<file path="src/rtl/sisc_pkg.sv">
// sisc_pkg: shared state type and default widths for the SISC datapath
package sisc_pkg;
  localparam int SISC_ADDR_W = 16;
  localparam int SISC_DATA_W = 32;
  typedef enum logic [1:0] {IDLE, REQ, DONE} lsu_state_t;
endpackage

</file>
<file path="src/rtl/lsu_if.sv">
// lsu_if: req/ack data-memory bus between the load/store unit and memory
interface lsu_if
  import sisc_pkg::*;
#(
  parameter int ADDR_W = SISC_ADDR_W,
  parameter int DATA_W = SISC_DATA_W
);
  logic              mem_req;
  logic              mem_we;
  logic [ADDR_W-1:0] mem_addr;
  logic [DATA_W-1:0] mem_wdata;
  logic              mem_ack;
  logic [DATA_W-1:0] mem_rdata;
  modport master (output mem_req, mem_we, mem_addr, mem_wdata, input mem_ack, mem_rdata);
  modport slave (input mem_req, mem_we, mem_addr, mem_wdata, output mem_ack, mem_rdata);
endinterface

</file>
<file path="src/rtl/lsu_timer.sv">
// lsu_timer: 8-bit saturating wait counter, expired on the last allowed request cycle
module lsu_timer #(
  parameter int TIMEOUT = 15
) (
  input  logic clk,
  input  logic rst_f,
  input  logic i_clr,
  input  logic i_en,
  output logic o_expired
);
  logic [7:0] r_cnt;
  always_ff @(posedge clk or negedge rst_f)
    if (!rst_f) r_cnt <= '0;
    else r_cnt <= i_clr ? 8'd0 : (i_en && r_cnt != 8'hFF) ? r_cnt + 8'd1 : r_cnt;
  assign o_expired = r_cnt == 8'(TIMEOUT - 1);
endmodule

</file>
<file path="src/rtl/lsu.sv">
// lsu: load/store unit turning one ctrl request into a req/ack memory access
module lsu
  import sisc_pkg::*;
#(
  parameter int ADDR_W  = SISC_ADDR_W,
  parameter int DATA_W  = SISC_DATA_W,
  parameter int TIMEOUT = 15
) (
  input  logic              clk,
  input  logic              rst_f,
  input  logic              start,
  input  logic              is_store,
  input  logic [ADDR_W-1:0] addr,
  input  logic [DATA_W-1:0] wdata,
  output logic              busy,
  output logic              done,
  output logic              err,
  output logic [DATA_W-1:0] rdata,
  lsu_if.master             mem
);
  lsu_state_t        r_state;
  logic              r_busy, r_done, r_err, r_req, r_we;
  logic [ADDR_W-1:0] r_addr;
  logic [DATA_W-1:0] r_wdata, r_rdata;
  logic              w_clr, w_en, w_expired;
  assign w_clr = r_state == IDLE;
  assign w_en  = r_state == REQ && !mem.mem_ack;
  lsu_timer #(.TIMEOUT(TIMEOUT)) u_timer (
    .clk       (clk),
    .rst_f     (rst_f),
    .i_clr     (w_clr),
    .i_en      (w_en),
    .o_expired (w_expired)
  );
  // An ack in the final timeout cycle takes priority over expiry
  always_ff @(posedge clk or negedge rst_f)
    if (!rst_f) begin
      r_state <= IDLE;
      r_busy  <= 1'b0;
      r_done  <= 1'b0;
      r_err   <= 1'b0;
      r_req   <= 1'b0;
      r_we    <= 1'b0;
      r_addr  <= '0;
      r_wdata <= '0;
      r_rdata <= '0;
    end else
      case (r_state)
        IDLE:
          if (start) begin
            r_state <= REQ;
            r_busy  <= 1'b1;
            r_req   <= 1'b1;
            r_we    <= is_store;
            r_addr  <= addr;
            r_wdata <= wdata;
          end
        REQ:
          if (mem.mem_ack || w_expired) begin
            r_state <= DONE;
            r_req   <= 1'b0;
            r_done  <= 1'b1;
            r_err   <= !mem.mem_ack;
            if (mem.mem_ack && !r_we) r_rdata <= mem.mem_rdata;
          end
        DONE: begin
          r_state <= IDLE;
          r_busy  <= 1'b0;
          r_done  <= 1'b0;
          r_err   <= 1'b0;
        end
        default: r_state <= IDLE;
      endcase
  assign busy          = r_busy;
  assign done          = r_done;
  assign err           = r_err;
  assign rdata         = r_rdata;
  assign mem.mem_req   = r_req;
  assign mem.mem_we    = r_we;
  assign mem.mem_addr  = r_addr;
  assign mem.mem_wdata = r_wdata;
endmodule

</file>
<file path="src/flat_wrapper.sv">
// flat-port wrapper written by rule: the top's interface ports become plain ports
module lsu_flat import sisc_pkg::*;
#(
  parameter int ADDR_W  = SISC_ADDR_W,
  parameter int DATA_W  = SISC_DATA_W,
  parameter int TIMEOUT = 15
)
  (clk, rst_f, start, is_store, addr, wdata, busy, done, err, rdata, mem_mem_req, mem_mem_we, mem_mem_addr, mem_mem_wdata, mem_mem_ack, mem_mem_rdata);
  lsu_if #(.ADDR_W(ADDR_W), .DATA_W(DATA_W)) mem_i ();
  input  logic clk;
  input  logic rst_f;
  input  logic start;
  input  logic is_store;
  input  logic [ADDR_W-1:0] addr;
  input  logic [DATA_W-1:0] wdata;
  output logic busy;
  output logic done;
  output logic err;
  output logic [DATA_W-1:0] rdata;
  output wire logic [$bits(mem_i.mem_req)-1:0] mem_mem_req;
  output wire logic [$bits(mem_i.mem_we)-1:0] mem_mem_we;
  output wire logic [$bits(mem_i.mem_addr)-1:0] mem_mem_addr;
  output wire logic [$bits(mem_i.mem_wdata)-1:0] mem_mem_wdata;
  input wire logic [$bits(mem_i.mem_ack)-1:0] mem_mem_ack;
  input wire logic [$bits(mem_i.mem_rdata)-1:0] mem_mem_rdata;
  assign mem_mem_req = mem_i.mem_req;
  assign mem_mem_we = mem_i.mem_we;
  assign mem_mem_addr = mem_i.mem_addr;
  assign mem_mem_wdata = mem_i.mem_wdata;
  assign mem_i.mem_ack = mem_mem_ack;
  assign mem_i.mem_rdata = mem_mem_rdata;
  lsu #(.ADDR_W(ADDR_W), .DATA_W(DATA_W), .TIMEOUT(TIMEOUT)) u_core (.clk(clk), .rst_f(rst_f), .start(start), .is_store(is_store), .addr(addr), .wdata(wdata), .busy(busy), .done(done), .err(err), .rdata(rdata), .mem(mem_i));
endmodule
</file>
<file path="config.mk">
export PLATFORM = sky130hd
export DESIGN_NAME = lsu_flat
export DESIGN_NICKNAME = d
export VERILOG_FILES = /design/src/rtl/sisc_pkg.sv /design/src/rtl/lsu_if.sv /design/src/rtl/lsu_timer.sv /design/src/rtl/lsu.sv /design/src/flat_wrapper.sv
export SDC_FILE = /design/constraint.sdc
export NUM_CORES = 1
export LEC_CHECK = 0
export ABC_AREA = 0
export CAP_MARGIN = 20
export CELL_PAD_IN_SITES_DETAIL_PLACEMENT = 0
export CELL_PAD_IN_SITES_GLOBAL_PLACEMENT = 2
export CORE_ASPECT_RATIO = 1.4
export CORE_MARGIN = 3
export CORE_UTILIZATION = 25
export CTS_CLUSTER_SIZE = 12
export DETAILED_ROUTE_END_ITERATION = 12
export HOLD_SLACK_MARGIN = 0.05
export PLACE_DENSITY_LB_ADDON = 0.1
export SYNTH_ARGS = -nofsm -noshare
export SYNTH_HDL_FRONTEND = slang
export SYNTH_SLANG_ARGS = --single-unit
export TNS_END_PERCENT = 100
</file>
<file path="constraint.sdc">
create_clock -name clk -period 1.6 [get_ports clk]
set_input_delay 0.24 -clock clk [delete_from_list [all_inputs] [get_ports clk]]
set_output_delay 0.24 -clock clk [all_outputs]
set_load 0.05 [all_outputs]
</file>
==> impl_metrics.yaml <==
critical_path:
  reg2reg_slack_ns: 0.03
  r2r_cells: 5
  worst_r2r_startpoint: "u_core.r_state[1]$_DFFE_PN0P_"
  end_kind: "flip-flop"
  path_cells: "nand2b_4 -> nor3_4 -> buf_12 -> clkbuf_16 -> mux2_1"
  rr_endpoint: "u_core.rdata[8]$_DFFE_PN0P_"
  arrival_ns: 1.79
  crit_family: "flip-flops"
  cp.required_ns: 1.82
  crit_fanout: 8
  critPathLaunch: "u_core.r_state[1]$_DFFE_PN0P_"
  slowest_delay_ns: 0.42
  critPathSlowestCell: "dfrtp_1"
  cp-endpoint: "u_core.rdata[8]$_DFFE_PN0P_"
  crit_cells: 5
  critPathBufInv: 2
  crit_path_start_kind: "flip-flop"
  crit_type: "flip-flop to flip-flop"
global_routing:
  antenna_found_initial: 0
  grt_overflow: 0
  grt_max_degree: 96
  track_usage: 0.1264
  grt_first_pass_wirelength_um: 17210
  grt_pass1_vias: 3000
clocking:
  clk_pin_slew_ns: 0.07
  cts_max_level: 3
  cts.root.buffer_cell: "clkbuf_16"
  cts_buffer_depth: 2
  clk_latency_ns: 0.35
  clock-sinks: 95
  cts_tree: "yes"
  numCtsBuffers: 9
logic_synthesis:
  synth_most_common_cell: "dfrtp_1"
  synth-async-reset-ratio: 1.000
  ys_seq_area_frac: 0.5941
  synth_cell_types: 39
  yosys_register_bits: 95
  ys_warn_count: 0
  netlist_top_cells_area: "dfrtp_1 (59%), mux2_4 (18%), mux2_1 (8.4%), buf_6 (1.7%), mux2i_1 (1.0%)"
  synth_top_area_frac: 0.5941
  synthesis.area_um2: 4001
  synth_fa_ha_area_frac: 0.006254
  synth_mux_area_frac: 0.2839
  syn-mean-instance-area_um2: 16.07
  synthCells: 249
  synth-compound-area-share: 0.03909
  synth_common_cells: "dfrtp_1 (95), mux2_4 (49), mux2_1 (30)"
  yosysTopAreaCell: "dfrtp_1"
  synth_edf_count: 0
  yosys.area_share.simple: 0.04534
  synth_xor_xnor_area_share: 0
  synth_top_family_by_area: "multiplexers"
  yosys_most_used_dff: "dfrtp_1"
  synth_fp_nets: 336
routing:
  drc: 0
  drtPass1Iterations: 4
  vias: 2795
  via_per_inst: 4.327
  ant_nets: 0
  routed_wl_um: 11400
  wl_per_cell_um: 17.65
  drt_iter0_drc: 60
timing:
  max_clock_freq_mhz: 635.4
  timing.setup.tns_ns: 0
  finalHoldViolCount: 0
  worst_slew_pin_slew_ns: 0.5506
  setup_viol: 0
  clock_skew_ns: 0.008453
  fin_crit_sh: 0.9836
  hold_ws_ns: 0.4568
  slew_headroom: 0.6330
  min_period_ns: 1.574
  setup_slack_ns: 0.02622
  report.final.slew_viol_count: 0
  grt_setup_unrepaired: "yes"
cells_and_area:
  stdcell_count: 646
  n_antenna_cell: 0
  drive_gt1_frac: 0.4333
  area_growth_pct: 58.57
  nets: 532
floorplan:
  fp.dieH_um: 155.7
  die_area_um2: 17580
  die_w_um: 112.9
  rows: 54
  core_area_um2: 15610
  start_util: 0.2564
  pin_count: 170
placement:
  dpl.cell_count: 624
  place_ws_ns: -0.2070
  gp_congestion: 0.7712
  numPortBuffers: 169
  dpl.hpwl_um: 8071
power_and_ir_drop:
  p_leak_nw: 2.940
  clkPwrFrac: 0.170
  power_mw: 14.02
  swShare: 0.4507
  vdd_ir_drop_max_mv: 1.015
  power.density_nw_per_um2: 2210
  power.switching_mw: 6.319
  power_frac_seq: 0.286
  p_int_mw: 7.701
  comb_power_share: 0.543
flow_run:
  max_cap_violations: 0
status:
  outcome: "finished, final reports clean"
worst_hold_path:
  min_path_type: "input port to async pin"
==> routing by layer <==
metal  wire length [um]  track usage  part of all wire
met5                  0            0                 0
met3                569      0.03027             0.050
met4                241      0.05613             0.021
met1               4485       0.1492              0.39
met2               6106       0.2178              0.54
==> kinds of logic after synthesis <==
logic type / count (synthesis)
buffers and inverters: 18
AO/OA/AOI/OAI: 22
adder cells (fa/ha/maj): 2
flip-flops: 95
multiplexers: 85
AND/OR/NAND/NOR: 27
==> how the worst min path moves through the flow <==
| stage | from | endpoint | slack, ns | cells after the start |
|---|---|---|---|---|
| 6_report | rst_f | u_core.rdata[17]$_DFFE_PN0P_ | 0.46 | 3 |
| 5_1_grt | mem_mem_rdata[29] | u_core.rdata[29]$_DFFE_PN0P_ | 0.49 | 2 |
| 4_1_cts | mem_mem_rdata[19] | u_core.rdata[19]$_DFFE_PN0P_ | 0.47 | 2 |
| 3_5_place_dp | rst_f | u_core.rdata[17]$_DFFE_PN0P_ | 0.34 | 2 |
| 3_3_place_gp | rst_f | u_core.rdata[17]$_DFFE_PN0P_ | 0.35 | 2 |
| 2_1_floorplan | rst_f | u_core.busy$_DFFE_PN0P_ | -0.06 | 0 |
==> worst register-to-register path, cell delays in order, from the launching register on <==
cell and delay [ns]:
dfrtp_1 0.42, nand2b_4 0.17, nor3_4 0.21, buf_12 0.16
clkbuf_16 0.16, mux2_1 0.33
==> flip-flops by register name (all words and copies together) (netlist names) <==
signal / flops
u_core.busy: 1
u_core.done: 1
u_core.err: 1
u_core.mem.mem_addr: 16
u_core.mem.mem_req: 1
u_core.mem.mem_wdata: 32
u_core.mem.mem_we: 1
u_core.r_state: 2
u_core.rdata: 32
u_core.u_timer.r_cnt: 8
==> cells in the final DEF (no fill, tap or decap), drive strengths merged, types with 2 or more instances in the layout <==
cell type | Yosys | final
a21o | 2 | 2
a21oi | 5 | 5
a31oi | 2 | 2
a41o | 2 | 2
and3 | 2 | 2
and4b | 3 | 3
buf | 10 | 111
bufinv | 0 | 2
clkbuf | 2 | 12
clkdlybuf4s50 | 0 | 83
clkinv | 0 | 2
dfrtp | 95 | 95
ha | 2 | 2
inv | 6 | 8
mux2 | 81 | 81
mux2i | 4 | 4
nand2 | 6 | 6
nand2b | 2 | 2
nand4 | 3 | 3
nor2 | 2 | 2
o211ai | 2 | 2
o21ai | 3 | 3
==> power groups by stage <==
stage                     sequential (mW)  clock, mW  combinational [mW]
after floorplan                      7.45          0                1.59
after detailed placement             4.05          0                7.53
final                                4.02       2.39                7.61
after global routing                 4.17       2.58                7.92
after global placement               4.03          0                7.50
after CTS                            4.02       2.47                7.55
==> what timing repair did <==
action,4_1_cts,5_1_grt
endpoints found under the hold margin,95,0
setup buffers,0,2
setup endpoints to repair,0,79
resized for setup,0,13
hold buffers,1,0
==> final cells by class <==
type / count / area, um2
Fill cell: 1489 / 9263
Sequential cell: 95 / 2377
Timing Repair Buffer: 197 / 1824
Multi-Input combinational cell: 136 / 1545
Tap cell: 196 / 245.2
Clock buffer: 10 / 239.0
Clock inverter: 6 / 91.34
Inverter: 6 / 22.52
==> through the flow <==
| stage | util | cell area [um2] |
|---|---|---|
| after global placement | 0.3757 | 5863 |
| after detailed placement | 0.3757 | 5863 |
| after CTS | 0.3975 | 6203 |
| after global routing | 0.4065 | 6345 |
| after floorplan | - | 4001 |
| final | 0.4065 | 6345 |
(Power assumes the default switching activity.)
